==> src/rtl/buffer_controller_if.sv <==
// Request/grant signals between the frame writer/reader and the triple-buffer
// ownership manager.
interface buffer_controller_if;
   logic       write_rq_rdy;
   logic       finalize_wr;
   logic       read_rq_rdy;
   logic       finalize_rd;
   logic       buffer_id_valid;
   logic [1:0] buffer_id;

   modport master (
      output write_rq_rdy, finalize_wr, read_rq_rdy, finalize_rd,
      input  buffer_id_valid, buffer_id
   );

   modport slave (
      input  write_rq_rdy, finalize_wr, read_rq_rdy, finalize_rd,
      output buffer_id_valid, buffer_id
   );
endinterface

==> src/rtl/buffer_controller.sv <==
// Triple-buffer ownership manager: grants the writer a buffer that is neither
// being read nor the newest frame, and always hands the reader the newest frame.
module buffer_controller #(
   parameter int NUM_BUFFERS = 3
) (
   input  logic                clk,
   input  logic                rst_n,
   buffer_controller_if.slave  bus
);

   logic       wr_rq_prev_r, fin_wr_prev_r, rd_rq_prev_r, fin_rd_prev_r;
   logic [1:0] writing_idx_r, reading_idx_r, latest_idx_r, buffer_id_r;
   logic       writing_active_r, reading_active_r, latest_valid_r;
   logic       rd_pending_r, buffer_id_valid_r;

   logic       wr_ev_s, fin_wr_ev_s, rd_ev_s, fin_rd_ev_s, rd_want_s;
   logic [1:0] writing_idx_s, reading_idx_s, latest_idx_s, buffer_id_s;
   logic       writing_active_s, reading_active_s, latest_valid_s;
   logic       rd_pending_s, buffer_id_valid_s;

   // Lowest buffer index not matching either enabled exclusion.
   function automatic logic [1:0] lowest_free(
      input logic       ex_a_en,
      input logic [1:0] ex_a,
      input logic       ex_b_en,
      input logic [1:0] ex_b
   );
      logic [1:0] pick;
      logic       found;
      pick  = 2'd0;
      found = 1'b0;
      for (int i = 0; i < NUM_BUFFERS; i++) begin
         if (!found && !(ex_a_en && ex_a == 2'(i)) && !(ex_b_en && ex_b == 2'(i))) begin
            pick  = 2'(i);
            found = 1'b1;
         end else begin
            pick = pick;
         end
      end
      return pick;
   endfunction

   // Next-state: finalizes apply first, then a write grant takes priority over a read.
   always_comb begin
      wr_ev_s     = bus.write_rq_rdy & ~wr_rq_prev_r;
      fin_wr_ev_s = bus.finalize_wr  & ~fin_wr_prev_r;
      rd_ev_s     = bus.read_rq_rdy  & ~rd_rq_prev_r;
      fin_rd_ev_s = bus.finalize_rd  & ~fin_rd_prev_r;

      writing_idx_s     = writing_idx_r;
      writing_active_s  = writing_active_r;
      reading_idx_s     = reading_idx_r;
      reading_active_s  = reading_active_r;
      latest_idx_s      = latest_idx_r;
      latest_valid_s    = latest_valid_r;
      buffer_id_s       = buffer_id_r;
      buffer_id_valid_s = 1'b0;
      rd_pending_s      = 1'b0;

      if (fin_wr_ev_s && writing_active_r) begin
         latest_idx_s     = writing_idx_r;
         latest_valid_s   = 1'b1;
         writing_active_s = 1'b0;
      end else begin
         writing_active_s = writing_active_r;
      end

      if (fin_rd_ev_s) begin
         reading_active_s = 1'b0;
      end else begin
         reading_active_s = reading_active_r;
      end

      rd_want_s = rd_ev_s | rd_pending_r;

      // A read colliding with a write grant is deferred by one cycle.
      if (wr_ev_s) begin
         buffer_id_s       = lowest_free(reading_active_s, reading_idx_r,
                                         latest_valid_s, latest_idx_s);
         writing_idx_s     = buffer_id_s;
         writing_active_s  = 1'b1;
         buffer_id_valid_s = 1'b1;
         rd_pending_s      = rd_want_s;
      end else if (rd_want_s) begin
         if (latest_valid_s) begin
            buffer_id_s = latest_idx_s;
         end else begin
            buffer_id_s = lowest_free(writing_active_s, writing_idx_r, 1'b0, 2'd0);
         end
         reading_idx_s     = buffer_id_s;
         reading_active_s  = 1'b1;
         buffer_id_valid_s = 1'b1;
      end else begin
         buffer_id_valid_s = 1'b0;
      end
   end

   // State, edge-detect history and output registers.
   always_ff @(posedge clk or negedge rst_n) begin
      if (!rst_n) begin
         wr_rq_prev_r      <= 1'b0;
         fin_wr_prev_r     <= 1'b0;
         rd_rq_prev_r      <= 1'b0;
         fin_rd_prev_r     <= 1'b0;
         writing_idx_r     <= 2'd0;
         writing_active_r  <= 1'b0;
         reading_idx_r     <= 2'd0;
         reading_active_r  <= 1'b0;
         latest_idx_r      <= 2'd0;
         latest_valid_r    <= 1'b0;
         rd_pending_r      <= 1'b0;
         buffer_id_r       <= 2'd0;
         buffer_id_valid_r <= 1'b0;
      end else begin
         wr_rq_prev_r      <= bus.write_rq_rdy;
         fin_wr_prev_r     <= bus.finalize_wr;
         rd_rq_prev_r      <= bus.read_rq_rdy;
         fin_rd_prev_r     <= bus.finalize_rd;
         writing_idx_r     <= writing_idx_s;
         writing_active_r  <= writing_active_s;
         reading_idx_r     <= reading_idx_s;
         reading_active_r  <= reading_active_s;
         latest_idx_r      <= latest_idx_s;
         latest_valid_r    <= latest_valid_s;
         rd_pending_r      <= rd_pending_s;
         buffer_id_r       <= buffer_id_s;
         buffer_id_valid_r <= buffer_id_valid_s;
      end
   end

   assign bus.buffer_id_valid = buffer_id_valid_r;
   assign bus.buffer_id       = buffer_id_r;

endmodule

==> src/flat_wrapper.sv <==
// flat-port wrapper written by rule: the top's interface ports become plain ports
module buffer_controller_flat 
#(
   parameter int NUM_BUFFERS = 3
)
  (clk, rst_n, bus_write_rq_rdy, bus_finalize_wr, bus_read_rq_rdy, bus_finalize_rd, bus_buffer_id_valid, bus_buffer_id);
  buffer_controller_if bus_i ();
  input  logic clk;
  input  logic rst_n;
  input wire logic [$bits(bus_i.write_rq_rdy)-1:0] bus_write_rq_rdy;
  input wire logic [$bits(bus_i.finalize_wr)-1:0] bus_finalize_wr;
  input wire logic [$bits(bus_i.read_rq_rdy)-1:0] bus_read_rq_rdy;
  input wire logic [$bits(bus_i.finalize_rd)-1:0] bus_finalize_rd;
  output wire logic [$bits(bus_i.buffer_id_valid)-1:0] bus_buffer_id_valid;
  output wire logic [$bits(bus_i.buffer_id)-1:0] bus_buffer_id;
  assign bus_i.write_rq_rdy = bus_write_rq_rdy;
  assign bus_i.finalize_wr = bus_finalize_wr;
  assign bus_i.read_rq_rdy = bus_read_rq_rdy;
  assign bus_i.finalize_rd = bus_finalize_rd;
  assign bus_buffer_id_valid = bus_i.buffer_id_valid;
  assign bus_buffer_id = bus_i.buffer_id;
  buffer_controller #(.NUM_BUFFERS(NUM_BUFFERS)) u_core (.clk(clk), .rst_n(rst_n), .bus(bus_i));
endmodule
==> config.mk <==
export PLATFORM = sky130hd
export DESIGN_NAME = buffer_controller_flat
export DESIGN_NICKNAME = d
export VERILOG_FILES = /design/src/rtl/buffer_controller_if.sv /design/src/rtl/buffer_controller.sv /design/src/flat_wrapper.sv
export SDC_FILE = /design/constraint.sdc
export NUM_CORES = 1
export LEC_CHECK = 0
export ABC_AREA = 1
export BUFFER_PORTS_ARGS = -buffer_cell sky130_fd_sc_hd__buf_2
export CAP_MARGIN = 30
export CORE_MARGIN = 2
export CORE_UTILIZATION = 45
export CTS_BUF_LIST = sky130_fd_sc_hd__clkbuf_8 sky130_fd_sc_hd__clkbuf_16
export CTS_CLUSTER_SIZE = 20
export DETAILED_ROUTE_END_ITERATION = 6
export PLACE_DENSITY_LB_ADDON = 0.25
export SLEW_MARGIN = 30
export SYNTH_ARGS = -nofsm -noshare
export SYNTH_HDL_FRONTEND = slang
export SYNTH_SLANG_ARGS = --single-unit
==> constraint.sdc <==
create_clock -name clk -period 3 [get_ports clk]
set_input_delay 0.15 -clock clk [delete_from_list [all_inputs] [get_ports clk]]
set_output_delay 0.15 -clock clk [all_outputs]
set_load 0.02 [all_outputs]
Yosys cells after proc, flatten, opt, wreduce, memory -nomap -nowiden. Index checks and enable logic that the tools add are counted.

Register bits after elaboration: 17. Input port bits: 6. Output and inout bits: 3. Word-level logic and storage cells: 92.

Equal/unequal tests: 6. Mux-type cells: 29. Bitwise operators: 10. Reduce and logical (&&, ||, !) cells: 34.

Operators with widths (count): $mux W1 (23); $logic_and A1 B1 Y1 (17); $logic_not A1 Y1 (12); $mux W2 (6); $eq A2 B1 Y1 const B (3); $eq A2 B2 Y1 const B (3); $logic_not A2 Y1 (3); $not A1 Y1 (5); $and A1 B1 Y1 (4); $reduce_and A2 Y1 (1); $reduce_bool A2 Y1 (1); $or A1 B1 Y1 (1).

Logic depth before layout (Yosys ltp).
Depth in word-level cells: 21. Gate-level depth with buffers: 9. Mapped depth without buffers: 9.

Least setup slack after synthesis. OpenSTA, ideal clock, no wires.

Path type: flip-flop to flip-flop. From: register u_core.fin_wr_prev_r. To: register u_core.writing_idx_r[1]. Library setup time: 0.134 ns. Data arrival time: 1.015 ns. Data required time: 2.866 ns. Setup slack: 1.851 ns. Stages on the path, launching flop included: 9. Path buffers: 0. Clock period less this slack: 1.149 ns. Cell sequence: dfrtp_1 > inv_1 > nand3_4 > nand2_2 > nand2_2 > nand3_1 > nand2_1 > nand3_1 > o21ai_0.

Longest elaborated chain between the ends: 19. Elaborated cells between the ends (all ways): 26. Classes of those cells: eq/ne: 2; mux: 7; bitwise: 2; reduce/logical: 15.

RTL lines: from (decl) (line buffer_controller.sv:11) `logic wr_rq_prev_r, fin_wr_prev_r, rd_rq_prev_r, fin_rd_prev_r;`; from (signal assigned) (line buffer_controller.sv:116) `fin_wr_prev_r <= bus.finalize_wr;`; $not A1 Y1 * (line buffer_controller.sv:46) `fin_wr_ev_s = bus.finalize_wr & ~fin_wr_prev_r;`; $and A1 B1 Y1 * (line buffer_controller.sv:46); $logic_and A1 B1 Y1 * (line buffer_controller.sv:60) `if (fin_wr_ev_s && writing_active_r) begin`; $mux W2 (line buffer_controller.sv:60); $logic_not A2 Y1 (line buffer_controller.sv:33) `if (!found && !(ex_a_en && ex_a == 2'(i)) && !(ex_b_en && ex_b == 2'(i))) begin`; $logic_and A1 B1 Y1 (line buffer_controller.sv:33); $logic_not A1 Y1 (line buffer_controller.sv:33); $logic_and A1 B1 Y1 (line buffer_controller.sv:33); [2 not listed]; $logic_not A1 Y1 (line buffer_controller.sv:33); $logic_and A1 B1 Y1 (2 in series) (line buffer_controller.sv:33); $mux W1 (line buffer_controller.sv:33); $mux W1 (line buffer_controller.sv:77) `if (wr_ev_s) begin`; $logic_not A1 Y1 (line buffer_controller.sv:33); $logic_and A1 B1 Y1 (line buffer_controller.sv:33); $logic_and A1 B1 Y1 * (line buffer_controller.sv:33); $mux W2 * (line buffer_controller.sv:33); to (signal assigned) (line buffer_controller.sv:119) `writing_idx_r <= writing_idx_s;`; to (decl) (line buffer_controller.sv:12) `logic [1:0] writing_idx_r, reading_idx_r, latest_idx_r, buffer_id_r;`.

Mark *: on every way between the ends. The rest lies on a longest branch, timed or not. The select of a mux whose other input is x is not followed. A chain may end at the register's enable or synchronous reset.

Worst setup path in the final report. Ends and elaborated chain as after synthesis.

==> metrics.md <==
| Metric | Value |
|---|---|
| Leak | 0.446 nW |
| Simple-gate portion of the synthesized area | 0.257 |
| Inserted Diodes | 0 |
| Cts bufs inserted | 3 |
| Hold Vio Cnt, Final | 0 |
| Hold path depth | 1 |
| Worst hold margin | 7.54 ps |
| First-pass GRT wire length | 2180 µm |
| FMAX | 0.773 GHz |
| Final period utilization | 0.431 |
| Main synth FF type | dfrtp_1 |
| Crit path kind | flop to flop |
| DR vias | 530 |
| Nets@finish | 96 |
| Hold EP | u_core.fin_rd_prev_r$_DFF_PN0_ |
| Root buf cell | clkbuf_8 |
| Largest area contributor in the netlist | dfrtp_1 |
| Final max-slew violation count | 0 |
| Nature of the critical path startpoint | flop |
| Synthesized Nets | 82 |
| Cells after Synth | 76 |
| Post-synthesis cell area | 726 µm² |
| Fillers | 144 |
| ANT nets after route | 0 |
| Layout area overhead | 16.0% |
| Antenna violations before repair | 0 |
| Clk Latency, worst-skew pair | 260 ps |
| Post-CTS Resized | 0 |
| Top-area cell type share of the netlist area | 0.586 |
| Die height | 44.2 µm |
| Shortest period the worst path allows | 1290 ps |
| Synthesis-stage register bit count | 17 |
| CTS tree | yes |
| Worst-margin pin slew | 375 ps |
| CP Data Required Time | 3130 ps |
| CP Capture Type | flop |
| Placed instance area | 786 µm² |
| R2R Path End | u_core.writing_idx_r[1]$_DFFE_PN0P_ |
| Hold/Removal Path Class | input port to flop |
| Drt total wl | 1200 µm |
| Vias in the first global route | 526 |
| Congestion Overflow GR | 0 |
| Worst Hold Launch | bus_finalize_rd |
| GRT Total Usage | 0.167 |
| Ratio of cells with drive above 1 in the final layout | 0.258 |
| Post-synth EDFFs | 0 |
| Syn_area_per_cell | 9.55 µm² |
| Die area | 1950 µm² |
| Finished Cell Area | 842 µm² |
| # DRC | 0 |
| Seq/Total Area, Yosys | 0.586 |
| # setup viols final | 0 |
| Synth Area in Compound Gates | 0.0793 |
| Num rows | 14 |
| Largest net degree at the start of global routing | 18 |
| Commonest cells in the netlist | 17 x dfrtp_1, 14 x inv_1, 11 x nand2_1 |
| DRT iter0 DRCs | 10 |
| Largest family of logic cells by synthesized area | simple AND/OR/NAND/NOR gates |
| TNS Setup | 0 ps |
| DP HPWL | 895 µm |
| Distinct cell type count after synthesis | 17 |
| Area contributors post-synth | dfrtp_1 59%, inv_1 7.2%, nand2_1 5.7% |
| Largest buffer count on any clock path | 2 |
| Post-Synth Adder-Cell Area | 0 |
| Initial Util | 0.482 |
| Drt wl/cell | 11.5 µm |
| CP arrival | 1430 ps |
| RePlAce Congestion | 0.837 |
| Die X | 44.2 µm |
| CTS H-tree depth | 1 |
| Count leader, synth | dfrtp_1 |
| Xor/xnor share of the synthesized area | 0 |
| PD cells | 721 nW/µm² |
| Flop-to-flop setup slack | 1710 ps |
| Multiplexer area fraction after synthesis | 0 |
| Reg clk slew, reported paths | 70 ps |
| Outcome | complete, no violations |
| Port bufs | 8 |
| Core area | 1510 µm² |
| Max_slew headroom | 0.749 |
| DR pass1 iterations | 4 |
| Clock skew | 3.25 ps |
| Cells on worst reg2reg path | 8 |
| Top fanout value on the critical path | 5 |
| Ys Warns | 0 |
| Vias per inst | 5.05 |
| Worst ir drop on vdd | 0.418 mV |
| Fraction of registers with async set/reset | 1.00 |
| FF-to-FF Start | u_core.fin_wr_prev_r$_DFF_PN0_ |
| Setup repair after global routing missed its margin | false |
| IO Pins | 9 |
| Max_cap viols | 0 |
| CTS Sinks | 17 |
through the flow:
step	power (mW)	util	setup slack (ps)	instances
4_1_cts	0.612	0.559	1700	105
6_report	0.608	0.559	1710	105
3_3_place_gp	0.434	0.522	1730	100
2_1_floorplan	0.395	-	1850	76
5_1_grt	0.646	0.559	1560	105
3_5_place_dp	0.437	0.522	1700	100
power breakdown:
group | switching [mW] | internal [mW]
registers | 0.0184 | 0.271
clock network | 0.0821 | 0.0924
logic | 0.0926 | 0.0512
total | 0.193 | 0.414
layout make-up:
type,count,area [µm²],share of cell area
clock buffer,3,41.3,0.0490
inverter,15,56.3,0.0669
multi-input combinational,44,244,0.290
tap,16,20.0,0.0238
timing repair buffer,9,50.0,0.0594
sequential,17,425,0.505
clock inverter,1,5.00,0.00594
state kept, by name, indices dropped and copies added (netlist names), 2 cells and up:
name	cells
u_core.reading_idx_r	2
u_core.writing_idx_r	2
u_core.bus.buffer_id	2
u_core.latest_idx_r	2
placed cells by master, fill, tap and decap left out, types with 3 or more instances in the layout:
cell,Yosys,routed
nand2_1,11,11
nand2_2,3,3
inv_1,14,14
nor2_1,5,5
dfrtp_1,17,17
nand4_1,4,4
nand3_1,7,7
clkbuf_8,0,3
o21ai_0,4,4
buf_2,0,8
worst max-delay path by stage:
stage,start,to,slack [ps],depth (start not counted)
detailed placement,u_core.fin_wr_prev_r$_DFF_PN0_,u_core.writing_idx_r[1]$_DFFE_PN0P_,1700,8
global route,u_core.fin_wr_prev_r$_DFF_PN0_,u_core.writing_idx_r[1]$_DFFE_PN0P_,1560,8
finish,u_core.fin_wr_prev_r$_DFF_PN0_,u_core.writing_idx_r[1]$_DFFE_PN0P_,1710,8
CTS,u_core.fin_wr_prev_r$_DFF_PN0_,u_core.writing_idx_r[1]$_DFFE_PN0P_,1700,8
floorplan,u_core.fin_wr_prev_r$_DFF_PN0_,u_core.writing_idx_r[1]$_DFFE_PN0P_,1850,8
global placement,u_core.fin_wr_prev_r$_DFF_PN0_,u_core.writing_idx_r[1]$_DFFE_PN0P_,1730,8
per-layer routing:
| metal | routed length [µm] | global-route usage |
|---|---|---|
| met1 | 592 | 0.203 |
| met2 | 517 | 0.229 |
| met3 | 38 | 0.0490 |
| met4 | 55 | 0.164 |
| met5 | 0 | 0 |
critical path, stage by stage (launching register included):
cell     delay, ps
dfrtp_1        360
inv_1          150
nand3_4        120
nand2_2         80
nand2_2         70
nand3_1         90
nand2_1         70
nand3_1        130
o21ai_0        100
timing repair:
item                                   4_1_cts  5_1_grt
endpoints found under the hold margin       17        0
setup buffers                                0        0
hold buffers                                 1        0
logic make-up (layout without fill, tap and decap cells):
family,count (synthesis),after routing
flops,17,17
simple gates,35,35
buf+inv,15,28
compound gates,9,9
Note: power is estimated with default switching activity, not from simulation.
